`config.mk`:
```
export PLATFORM = sky130hd
export DESIGN_NAME = multdiv_issue_ctrl_flat
export DESIGN_NICKNAME = d
export VERILOG_FILES = /design/src/rtl/multdiv_issue_ctrl_pkg.sv /design/src/rtl/multdiv_issue_ctrl_if.sv /design/src/rtl/multdiv_issue_ctrl_md_timeout_counter.sv /design/src/rtl/multdiv_issue_ctrl.sv /design/src/flat_wrapper.sv
export SDC_FILE = /design/constraint.sdc
export NUM_CORES = 1
export LEC_CHECK = 0
export ABC_AREA = 1
export ABC_CLOCK_PERIOD_IN_PS = 1900
export BUFFER_PORTS_ARGS = -buffer_cell sky130_fd_sc_hd__buf_2
export CAP_MARGIN = 20
export CORE_ASPECT_RATIO = 2
export CORE_MARGIN = 2
export CORE_UTILIZATION = 35
export CTS_CLUSTER_DIAMETER = 50
export DETAILED_ROUTE_END_ITERATION = 6
export PLACE_DENSITY = 0.62
export SKIP_CTS_REPAIR_TIMING = 1
export SLEW_MARGIN = 20
export SYNTH_ARGS = -nofsm -noshare
export SYNTH_HDL_FRONTEND = slang
export SYNTH_SLANG_ARGS = --single-unit
```
`constraint.sdc`:
```
create_clock -name clock -period 1.9 [get_ports clock]
set_input_delay 0.57 -clock clock [delete_from_list [all_inputs] [get_ports clock]]
set_output_delay 0.57 -clock clock [all_outputs]
set_load 0.02 [all_outputs]
```
`src/rtl/multdiv_issue_ctrl_pkg.sv`:
```
// Shared definitions for the multdiv issue controller: FSM states and the
// $rstatus exception codes also used by the ALU-overflow writeback logic.
package multdiv_issue_ctrl_pkg;

  typedef enum logic [1:0] {
    ST_IDLE  = 2'b00,
    ST_START = 2'b01,
    ST_BUSY  = 2'b10,
    ST_DONE  = 2'b11
  } md_state_e;

  localparam int          MD_TIMEOUT       = 40;
  localparam logic [4:0]  MD_RSTATUS_REG   = 5'd30;
  localparam logic [31:0] MD_MULT_EXC_CODE = 32'd4;
  localparam logic [31:0] MD_DIV_EXC_CODE  = 32'd5;

  function automatic logic [31:0] md_exc_code(input logic is_div,
                                              input logic [31:0] mult_code,
                                              input logic [31:0] div_code);
    return is_div ? div_code : mult_code;
  endfunction

endpackage

```
`src/rtl/multdiv_issue_ctrl_if.sv`:
```
// Bus between the issue controller (master) and the shared multdiv unit (slave).
interface multdiv_issue_ctrl_if;
  logic [31:0] md_operandA;
  logic [31:0] md_operandB;
  logic        md_ctrl_MULT;
  logic        md_ctrl_DIV;
  logic [31:0] md_result;
  logic        md_exception;
  logic        md_resultRDY;

  modport master (
    output md_operandA, md_operandB, md_ctrl_MULT, md_ctrl_DIV,
    input  md_result, md_exception, md_resultRDY
  );

  modport slave (
    input  md_operandA, md_operandB, md_ctrl_MULT, md_ctrl_DIV,
    output md_result, md_exception, md_resultRDY
  );
endinterface

```
`src/rtl/multdiv_issue_ctrl_md_timeout_counter.sv`:
```
// 6-bit BUSY-cycle counter; o_last flags the enabled cycle that reaches TIMEOUT.
module md_timeout_counter #(
  parameter int TIMEOUT = 40
) (
  input  logic       clock,
  input  logic       reset_n,
  input  logic       i_clear,
  input  logic       i_enable,
  output logic [5:0] o_count,
  output logic       o_last
);

  logic [5:0] r_count;

  // Count register with synchronous clear taking priority over enable.
  always_ff @(posedge clock) begin
    if (!reset_n) begin
      r_count <= 6'd0;
    end else if (i_clear) begin
      r_count <= 6'd0;
    end else if (i_enable) begin
      r_count <= r_count + 6'd1;
    end else begin
      r_count <= r_count;
    end
  end

  assign o_count = r_count;
  assign o_last  = i_enable && (r_count == 6'(TIMEOUT - 1));

endmodule

```
`src/rtl/multdiv_issue_ctrl.sv`:
```
// Issue controller for the shared multdiv unit: latches operands, pulses the
// start strobe, stalls the pipe until ready or timeout, then writes back once.
module multdiv_issue_ctrl
  import multdiv_issue_ctrl_pkg::*;
#(
  parameter int          TIMEOUT       = MD_TIMEOUT,
  parameter logic [4:0]  RSTATUS_REG   = MD_RSTATUS_REG,
  parameter logic [31:0] MULT_EXC_CODE = MD_MULT_EXC_CODE,
  parameter logic [31:0] DIV_EXC_CODE  = MD_DIV_EXC_CODE
) (
  input  logic                        clock,
  input  logic                        reset_n,
  input  logic                        i_req_valid,
  input  logic                        i_req_is_div,
  input  logic [31:0]                 i_req_opA,
  input  logic [31:0]                 i_req_opB,
  input  logic [4:0]                  i_req_rd,
  input  logic                        i_flush,
  multdiv_issue_ctrl_if.master        md,
  output logic                        o_stall,
  output logic                        o_wb_valid,
  output logic [4:0]                  o_wb_rd,
  output logic [31:0]                 o_wb_data,
  output logic                        o_busy
);

  md_state_e   r_state, w_state_nxt;
  logic [31:0] r_opA, r_opB, w_opA_nxt, w_opB_nxt;
  logic        r_is_div, w_is_div_nxt;
  logic [4:0]  r_rd, w_rd_nxt;
  logic        r_ctrl_mult, r_ctrl_div, w_ctrl_mult_nxt, w_ctrl_div_nxt;
  logic        r_wb_valid, w_wb_valid_nxt;
  logic [4:0]  r_wb_rd, w_wb_rd_nxt;
  logic [31:0] r_wb_data, w_wb_data_nxt;
  logic        w_cnt_clear, w_cnt_en, w_cnt_last, w_stall;
  logic [5:0]  w_count;

  md_timeout_counter #(.TIMEOUT(TIMEOUT)) u_timeout (
    .clock    (clock),
    .reset_n  (reset_n),
    .i_clear  (w_cnt_clear),
    .i_enable (w_cnt_en),
    .o_count  (w_count),
    .o_last   (w_cnt_last)
  );

  // State and datapath registers.
  always_ff @(posedge clock) begin
    if (!reset_n) begin
      r_state     <= ST_IDLE;
      r_opA       <= 32'd0;
      r_opB       <= 32'd0;
      r_is_div    <= 1'b0;
      r_rd        <= 5'd0;
      r_ctrl_mult <= 1'b0;
      r_ctrl_div  <= 1'b0;
      r_wb_valid  <= 1'b0;
      r_wb_rd     <= 5'd0;
      r_wb_data   <= 32'd0;
    end else begin
      r_state     <= w_state_nxt;
      r_opA       <= w_opA_nxt;
      r_opB       <= w_opB_nxt;
      r_is_div    <= w_is_div_nxt;
      r_rd        <= w_rd_nxt;
      r_ctrl_mult <= w_ctrl_mult_nxt;
      r_ctrl_div  <= w_ctrl_div_nxt;
      r_wb_valid  <= w_wb_valid_nxt;
      r_wb_rd     <= w_wb_rd_nxt;
      r_wb_data   <= w_wb_data_nxt;
    end
  end

  // Next-state, next-register values and the combinational stall.
  always_comb begin
    w_state_nxt     = r_state;
    w_opA_nxt       = r_opA;
    w_opB_nxt       = r_opB;
    w_is_div_nxt    = r_is_div;
    w_rd_nxt        = r_rd;
    w_ctrl_mult_nxt = 1'b0;
    w_ctrl_div_nxt  = 1'b0;
    w_wb_valid_nxt  = 1'b0;
    w_wb_rd_nxt     = r_wb_rd;
    w_wb_data_nxt   = r_wb_data;
    w_cnt_clear     = 1'b0;
    w_cnt_en        = 1'b0;
    w_stall         = 1'b0;
    case (r_state)
      ST_IDLE: begin
        if (i_req_valid && !i_flush) begin
          w_stall         = 1'b1;
          w_opA_nxt       = i_req_opA;
          w_opB_nxt       = i_req_opB;
          w_is_div_nxt    = i_req_is_div;
          w_rd_nxt        = i_req_rd;
          w_ctrl_mult_nxt = !i_req_is_div;
          w_ctrl_div_nxt  = i_req_is_div;
          w_state_nxt     = ST_START;
        end else begin
          w_state_nxt = ST_IDLE;
        end
      end
      ST_START: begin
        w_stall     = 1'b1;
        w_cnt_clear = 1'b1;
        if (i_flush) begin
          w_state_nxt = ST_IDLE;
        end else begin
          w_state_nxt = ST_BUSY;
        end
      end
      ST_BUSY: begin
        w_stall  = 1'b1;
        w_cnt_en = 1'b1;
        // A ready seen while the count is still zero belongs to a previous op.
        if (i_flush) begin
          w_state_nxt = ST_IDLE;
        end else if (md.md_resultRDY && (w_count != 6'd0)) begin
          w_state_nxt    = ST_DONE;
          w_wb_valid_nxt = 1'b1;
          if (md.md_exception) begin
            w_wb_rd_nxt   = RSTATUS_REG;
            w_wb_data_nxt = md_exc_code(r_is_div, MULT_EXC_CODE, DIV_EXC_CODE);
          end else begin
            w_wb_rd_nxt   = r_rd;
            w_wb_data_nxt = md.md_result;
          end
        end else if (w_cnt_last) begin
          w_state_nxt    = ST_DONE;
          w_wb_valid_nxt = 1'b1;
          w_wb_rd_nxt    = RSTATUS_REG;
          w_wb_data_nxt  = md_exc_code(r_is_div, MULT_EXC_CODE, DIV_EXC_CODE);
        end else begin
          w_state_nxt = ST_BUSY;
        end
      end
      ST_DONE: begin
        w_state_nxt = ST_IDLE;
      end
      default: begin
        w_state_nxt = ST_IDLE;
      end
    endcase
  end

  assign md.md_operandA  = r_opA;
  assign md.md_operandB  = r_opB;
  assign md.md_ctrl_MULT = r_ctrl_mult;
  assign md.md_ctrl_DIV  = r_ctrl_div;

  assign o_stall    = w_stall;
  assign o_wb_valid = r_wb_valid && !i_flush;
  assign o_wb_rd    = r_wb_rd;
  assign o_wb_data  = r_wb_data;
  assign o_busy     = (r_state != ST_IDLE);

endmodule

```
`src/flat_wrapper.sv`:
```
// flat-port wrapper written by rule: the top's interface ports become plain ports
module multdiv_issue_ctrl_flat import multdiv_issue_ctrl_pkg::*;
#(
  parameter int          TIMEOUT       = MD_TIMEOUT,
  parameter logic [4:0]  RSTATUS_REG   = MD_RSTATUS_REG,
  parameter logic [31:0] MULT_EXC_CODE = MD_MULT_EXC_CODE,
  parameter logic [31:0] DIV_EXC_CODE  = MD_DIV_EXC_CODE
)
  (clock, reset_n, i_req_valid, i_req_is_div, i_req_opA, i_req_opB, i_req_rd, i_flush, o_stall, o_wb_valid, o_wb_rd, o_wb_data, o_busy, md_md_operandA, md_md_operandB, md_md_ctrl_MULT, md_md_ctrl_DIV, md_md_result, md_md_exception, md_md_resultRDY);
  multdiv_issue_ctrl_if md_i ();
  input  logic clock;
  input  logic reset_n;
  input  logic i_req_valid;
  input  logic i_req_is_div;
  input  logic [31:0] i_req_opA;
  input  logic [31:0] i_req_opB;
  input  logic [4:0] i_req_rd;
  input  logic i_flush;
  output logic o_stall;
  output logic o_wb_valid;
  output logic [4:0] o_wb_rd;
  output logic [31:0] o_wb_data;
  output logic o_busy;
  output wire logic [$bits(md_i.md_operandA)-1:0] md_md_operandA;
  output wire logic [$bits(md_i.md_operandB)-1:0] md_md_operandB;
  output wire logic [$bits(md_i.md_ctrl_MULT)-1:0] md_md_ctrl_MULT;
  output wire logic [$bits(md_i.md_ctrl_DIV)-1:0] md_md_ctrl_DIV;
  input wire logic [$bits(md_i.md_result)-1:0] md_md_result;
  input wire logic [$bits(md_i.md_exception)-1:0] md_md_exception;
  input wire logic [$bits(md_i.md_resultRDY)-1:0] md_md_resultRDY;
  assign md_md_operandA = md_i.md_operandA;
  assign md_md_operandB = md_i.md_operandB;
  assign md_md_ctrl_MULT = md_i.md_ctrl_MULT;
  assign md_md_ctrl_DIV = md_i.md_ctrl_DIV;
  assign md_i.md_result = md_md_result;
  assign md_i.md_exception = md_md_exception;
  assign md_i.md_resultRDY = md_md_resultRDY;
  multdiv_issue_ctrl #(.TIMEOUT(TIMEOUT), .RSTATUS_REG(RSTATUS_REG), .MULT_EXC_CODE(MULT_EXC_CODE), .DIV_EXC_CODE(DIV_EXC_CODE)) u_core (.clock(clock), .reset_n(reset_n), .i_req_valid(i_req_valid), .i_req_is_div(i_req_is_div), .i_req_opA(i_req_opA), .i_req_opB(i_req_opB), .i_req_rd(i_req_rd), .i_flush(i_flush), .md(md_i), .o_stall(o_stall), .o_wb_valid(o_wb_valid), .o_wb_rd(o_wb_rd), .o_wb_data(o_wb_data), .o_busy(o_busy));
endmodule
```
==> Yosys cells after proc, flatten, opt, wreduce, memory -nomap -nowiden <==
Cells that the tools add are included.
{ "classes": {"n_bitwise": 3, "n_reduce_logical": 16, "n_eq_ne": 4, "muxes": 19, "add_sub_neg": 1} }
{ "ops": {"columns": ["operator", "count"], "rows": [
  ["$mux 32", 3],
  ["$mux 5", 3],
  ["$mux 1", 8],
  ["$pmux 2 s4", 1],
  ["$add 6x1->6 const B", 1],
  ["$eq 6x6->1 const B", 1],
  ["$mux 2", 3],
  ["$reduce_and 3->1", 2],
  ["$reduce_bool 6->1", 1],
  ["$eq 2x2->1 const B", 2],
  ["$logic_and 1x1->1", 4],
  ["$reduce_bool 2->1", 2],
  ["$reduce_or 2->1", 2],
  ["$not 1->1", 3],
  ["$reduce_or 3->1", 1],
  ["$eq 2x1->1 const B", 1],
  ["$logic_not 1->1", 2],
  ["$logic_not 2->1", 1],
  ["$pmux 1 s2", 1],
  ["$reduce_and 2->1", 1]
]} }
{ "totals": {"ff_bits": 118, "input_bits": 108} }

==> Depth between registers and ports, before layout <==
{ "depth": {"ltp_word": 7, "depth_mapped": 11, "ltp_nobuf": 10} }

==> Modules after synthesis <==
From an unflattened synthesis, not the netlist that was laid out.
{ "unflattened": {"cells_unflattened": 621, "hier_area_um2": 4867.2} }
{ "by_module_without_submodules": {"columns": ["mod", "instances", "cells_per_inst", "area_per_inst_um2"], "rows": [
  ["multdiv_issue_ctrl", 1, 584, 4603.2],
  ["md_timeout_counter", 1, 37, 264.0]
]} }

==> Worst setup path before layout <==
Ideal clock, no wire load.
{ "synth_timing": {"path_type": "in2out", "startpoint": "input port i_req_valid", "endpoint": "output port o_stall", "arrival_time_ps": 1366, "cell_stages": 5, "t_required_ps": 1330, "setup_slack_ps": -36, "cell_sequence": "nand2_1 > nor2_4 > clkbuf_1 > nor2_1 > nor2_1"} }
{ "synth_via": {"elab_chain_cells": 3} }
{ "synth_rtl": {"columns": ["element", "line", "rtl"], "rows": [
  ["start, declared", "flat_wrapper.sv:13", "input logic i_req_valid;"],
  ["$logic_and 1x1->1", "multdiv_issue_ctrl.sv:91", "if (i_req_valid && !i_flush) begin"],
  ["$mux 1", "multdiv_issue_ctrl.sv:91", null],
  ["$pmux 1 s2", "multdiv_issue_ctrl.sv:89", "case (r_state)"],
  ["end, declared", "flat_wrapper.sv:19", "output logic o_stall;"]
]} }
No other way between the ends.

==> Final worst setup path <==
{ "layout_timing": {"startpoint": "register u_core.r_state[0]", "endpoint": "output port o_stall"} }
{ "layout_via": {"elab_chain_cells": 3} }
{ "layout_rtl": {"columns": ["element", "line", "rtl"], "rows": [
  ["start, declared", "multdiv_issue_ctrl.sv:27", "md_state_e r_state, w_state_nxt;"],
  ["start signal, assigned", "multdiv_issue_ctrl.sv:61", "r_state <= w_state_nxt;"],
  ["$eq 2x1->1 / $eq 2x2->1 (equally long branches)", "multdiv_issue_ctrl.sv:89", null],
  ["$reduce_or 2->1 (no source line)", null, null],
  ["$pmux 1 s2 *", "multdiv_issue_ctrl.sv:89", null]
]} }
Every way passes the cells marked *; elsewhere a longest branch is shown, timed or not.

==> reports/qor.yml <==
status:
  status: "finished with violations"
  violations: "negative setup slack"
setup_path:
  r2r_slack_ns: 0.11
  r2r_cells: 11
  r2r-end: "u_core.o_wb_data[1]"
  crit_required_ns: 1.33
  critPathSlowestCell: "dfxtp_4"
  max_stage_delay_ns: 0.36
  arrival_ns: 1.38
  end_kind: "output port"
  worstPathMaxFanout: 3
  cp_cell_sequence: "inv_4 > ha_4 > nand2_4 > nor2_4 > nor2_2 > nor2_2 > buf_6"
  r2r_start: "u_core.r_state[0]"
  crit_type: "register to output port"
  cpMostUsedCell: "nor2_2"
  startpoint_type: "register"
sta:
  fin_ws_ns: -0.0466
  max_freq_mhz: 514
  period_needed_ns: 1.95
  worstMarginPinSlew_ns: 0.439
  min_period_over_period_pct: 102
  finalMaxSlewViolations: 0
  hold_violations: 0
  tns_ns: -0.0466
  setup_viol: 1
  relSlewSlack_pct: 70.7
  grt_setup_unrepaired: "true"
  clock_skew_ns: 0.00984
cts:
  cts-root-buf: "clkbuf_16"
  clockBufferDepth: 2
  path_clk_slew_ns: 0.05
  h-tree-depth: 4
  cts_tree: "yes"
  cts_sinks: 118
  tritoncts.num_buffers: 17
  worstSkewPairLatency_ns: 0.40
drt:
  drt_pass1_iterations: 4
  vias_per_cell: 4.66
  final_antenna_net_count: 0
  vias: 4639
  drt-initial-drc-count: 152
  wl_per_cell_um: 12.4
  drc_errors: 0
  wl_mm: 12.3
min_path:
  hold_class: "input port to register"
  whs_path_depth: 2
  hold_path_end: "u_core.md.md_ctrl_MULT"
  min_from: "i_req_is_div"
synthesis:
  yosysWarnings: 0
  syn_nets: 736
  ys_seq_area_share_pct: 50.0
  synth_area_mm2: 0.00472
  synth.area.top_cells: "dfxtp_1 50%, nor2_1 15%, o21ai_0 7.7%"
  ys_seq_elements: 118
  avgSynthCellArea_um2: 7.59
  synth_top_flop_cell: "dfxtp_1"
  synth_top_area_share_pct: 50.0
  yosys.area.top_type: "dfxtp_1"
  ys_async_sr_fraction_pct: 0
  synth_edf_count: 0
  syn_inst: 622
  yosysUniqueCellTypes: 29
job:
  drv_cap: 0
grt:
  groute.usage.overall_pct: 16.6
  grt_max_degree: 69
  grt_pass1_vias: 4247
  antenna_found_initial: 0
  grt_pass1_wl_mm: 19.7
  grt_overflow_total: 0
layout:
  fin_nets: 942
  fillers: 1327
  antenna-diode-count: 0
  syn_to_final_growth_pct: 40.4
  finalNonFillerCells: 995
  utilization_pct: 49.9
  drive_above_1_share_pct: 37.0
die:
  die_w_um: 86.1
  pin_count: 214
  start_util_pct: 35.5
  die-height_um: 168
  row_count: 60
  core_region_area_mm2: 0.0133
  die_area_mm2: 0.0145
pwr:
  powerDensity_mw_per_mm2: 1030
  peakVddDrop_mv: 0.635
  fin_total_pwr_w: 0.00682
  p_leak_nw: 3.42
place:
  placed_cells: 963
  place.gp.congestion: 0.749
  place_hpwl_mm: 8.40
  portBuffers: 213
-- final cells by class --
type                    count  area, um2  share of cell area (%)
flip-flops and latches    118       2370                    35.7
multi-input cells         446       2090                    31.6
repair buffers            227       1240                    18.8
clock buffers              18        429                    6.48
clock inverters            13        230                    3.47
well taps                 155        194                    2.93
inverters                  18       70.1                    1.06
-- metrics by stage --
| stage | hold slack [ns] | setup slack [ns] | area [um2] |
|---|---|---|---|
| after floorplan | 0.430 | 0.0388 | 4720 |
| after global placement | 0.455 | 0.186 | 5920 |
| after detailed placement | 0.456 | 0.138 | 5920 |
| after CTS | 0.324 | -0.196 | 6580 |
| after global routing | 0.327 | -0.115 | 6630 |
| final | 0.347 | -0.0466 | 6630 |
-- state kept, by name (all words and copies together), names as in the netlist --
| signal | flops |
|---|---|
| u_core.r_rd | 5 |
| u_core.o_wb_rd | 5 |
| u_core.md.md_operandB | 32 |
| u_core.md.md_ctrl_MULT | 1 |
| u_core.r_is_div | 1 |
| u_core.md.md_ctrl_DIV | 1 |
| u_core.r_wb_valid | 1 |
| u_core.r_state | 2 |
| u_core.o_wb_data | 32 |
| u_core.u_timeout.o_count | 6 |
| u_core.md.md_operandA | 32 |
-- metal layers --
layer  vias up  global-route usage (%)  wire length [um]
met2       174                    25.7              5540
li1       2378                       -                 -
met4         0                    7.11               218
met5         -                       0                 0
met1      2069                    20.8              5550
met3        18                    5.69              1000
-- power breakdown --
part	switching [W]	internal [W]	leakage [nW]
clock	0.00114	0.00245	0.312
sequential	0.0000435	0.00258	0.965
combinational	0.000372	0.000234	2.14
total	0.00156	0.00526	3.42
-- cells in the mapped netlist (2+ instances only) --
master	n
a21oi_1	11
buf_12	3
buf_2	9
buf_4	3
clkbuf_1	23
dfxtp_1	118
ha_1	6
inv_1	16
nand2_1	79
nand2_2	30
nand2_4	2
nand3_1	37
nand3_2	2
nand4_1	2
nor2_1	188
nor2_4	3
nor3_1	3
o21ai_0	73
or2_2	4
-- cell families (layout without fill, tap and decap cells) --
logic type	after synthesis	in the layout	share of synthesized area, %
adder cells (fa/ha/maj)	6	6	1.59
AO/OA/AOI/OAI	85	85	9.09
AND/OR/NAND/NOR	355	355	33.1
flip-flops	118	118	50.0
buffers and inverters	58	276	6.15
-- worst max-delay path: cells and delay by family, from the launching register on --
| kind | cells | cell delay (ns) |
|---|---|---|
| buf+inv | 2 | 0.19 |
| flops | 1 | 0.36 |
| simple gates | 4 | 0.30 |
| fa+ha+maj | 1 | 0.14 |
-- worst max path at each step --
stage                      start                  end  slack, ns  cells past startpoint
3_3_place_gp             i_flush              o_stall       0.19                      5
3_5_place_dp   u_core.r_state[0]  u_core.o_wb_data[1]       0.14                     11
6_report       u_core.r_state[0]              o_stall      -0.05                      7
5_1_grt        u_core.r_state[0]              o_stall      -0.12                      7
2_1_floorplan        i_req_valid              o_stall       0.04                      5
4_1_cts        u_core.r_state[0]              o_stall      -0.20                      7
-- cells in the final DEF (no fill, tap or decap), types with 3 or more instances in the layout --
master,n
dfxtp_1,116
nor2_1,186
a21oi_1,11
bufinv_16,6
buf_2,212
ha_1,5
nand2_4,3
nor3_1,3
nor2_2,3
nor2_4,3
buf_12,5
nand3_1,37
nand2_2,30
or2_2,4
clkinvlp_4,3
o21ai_0,73
inv_1,14
clkbuf_16,17
buf_4,8
nand2_1,78
Power figures use the tool's default switching activity.
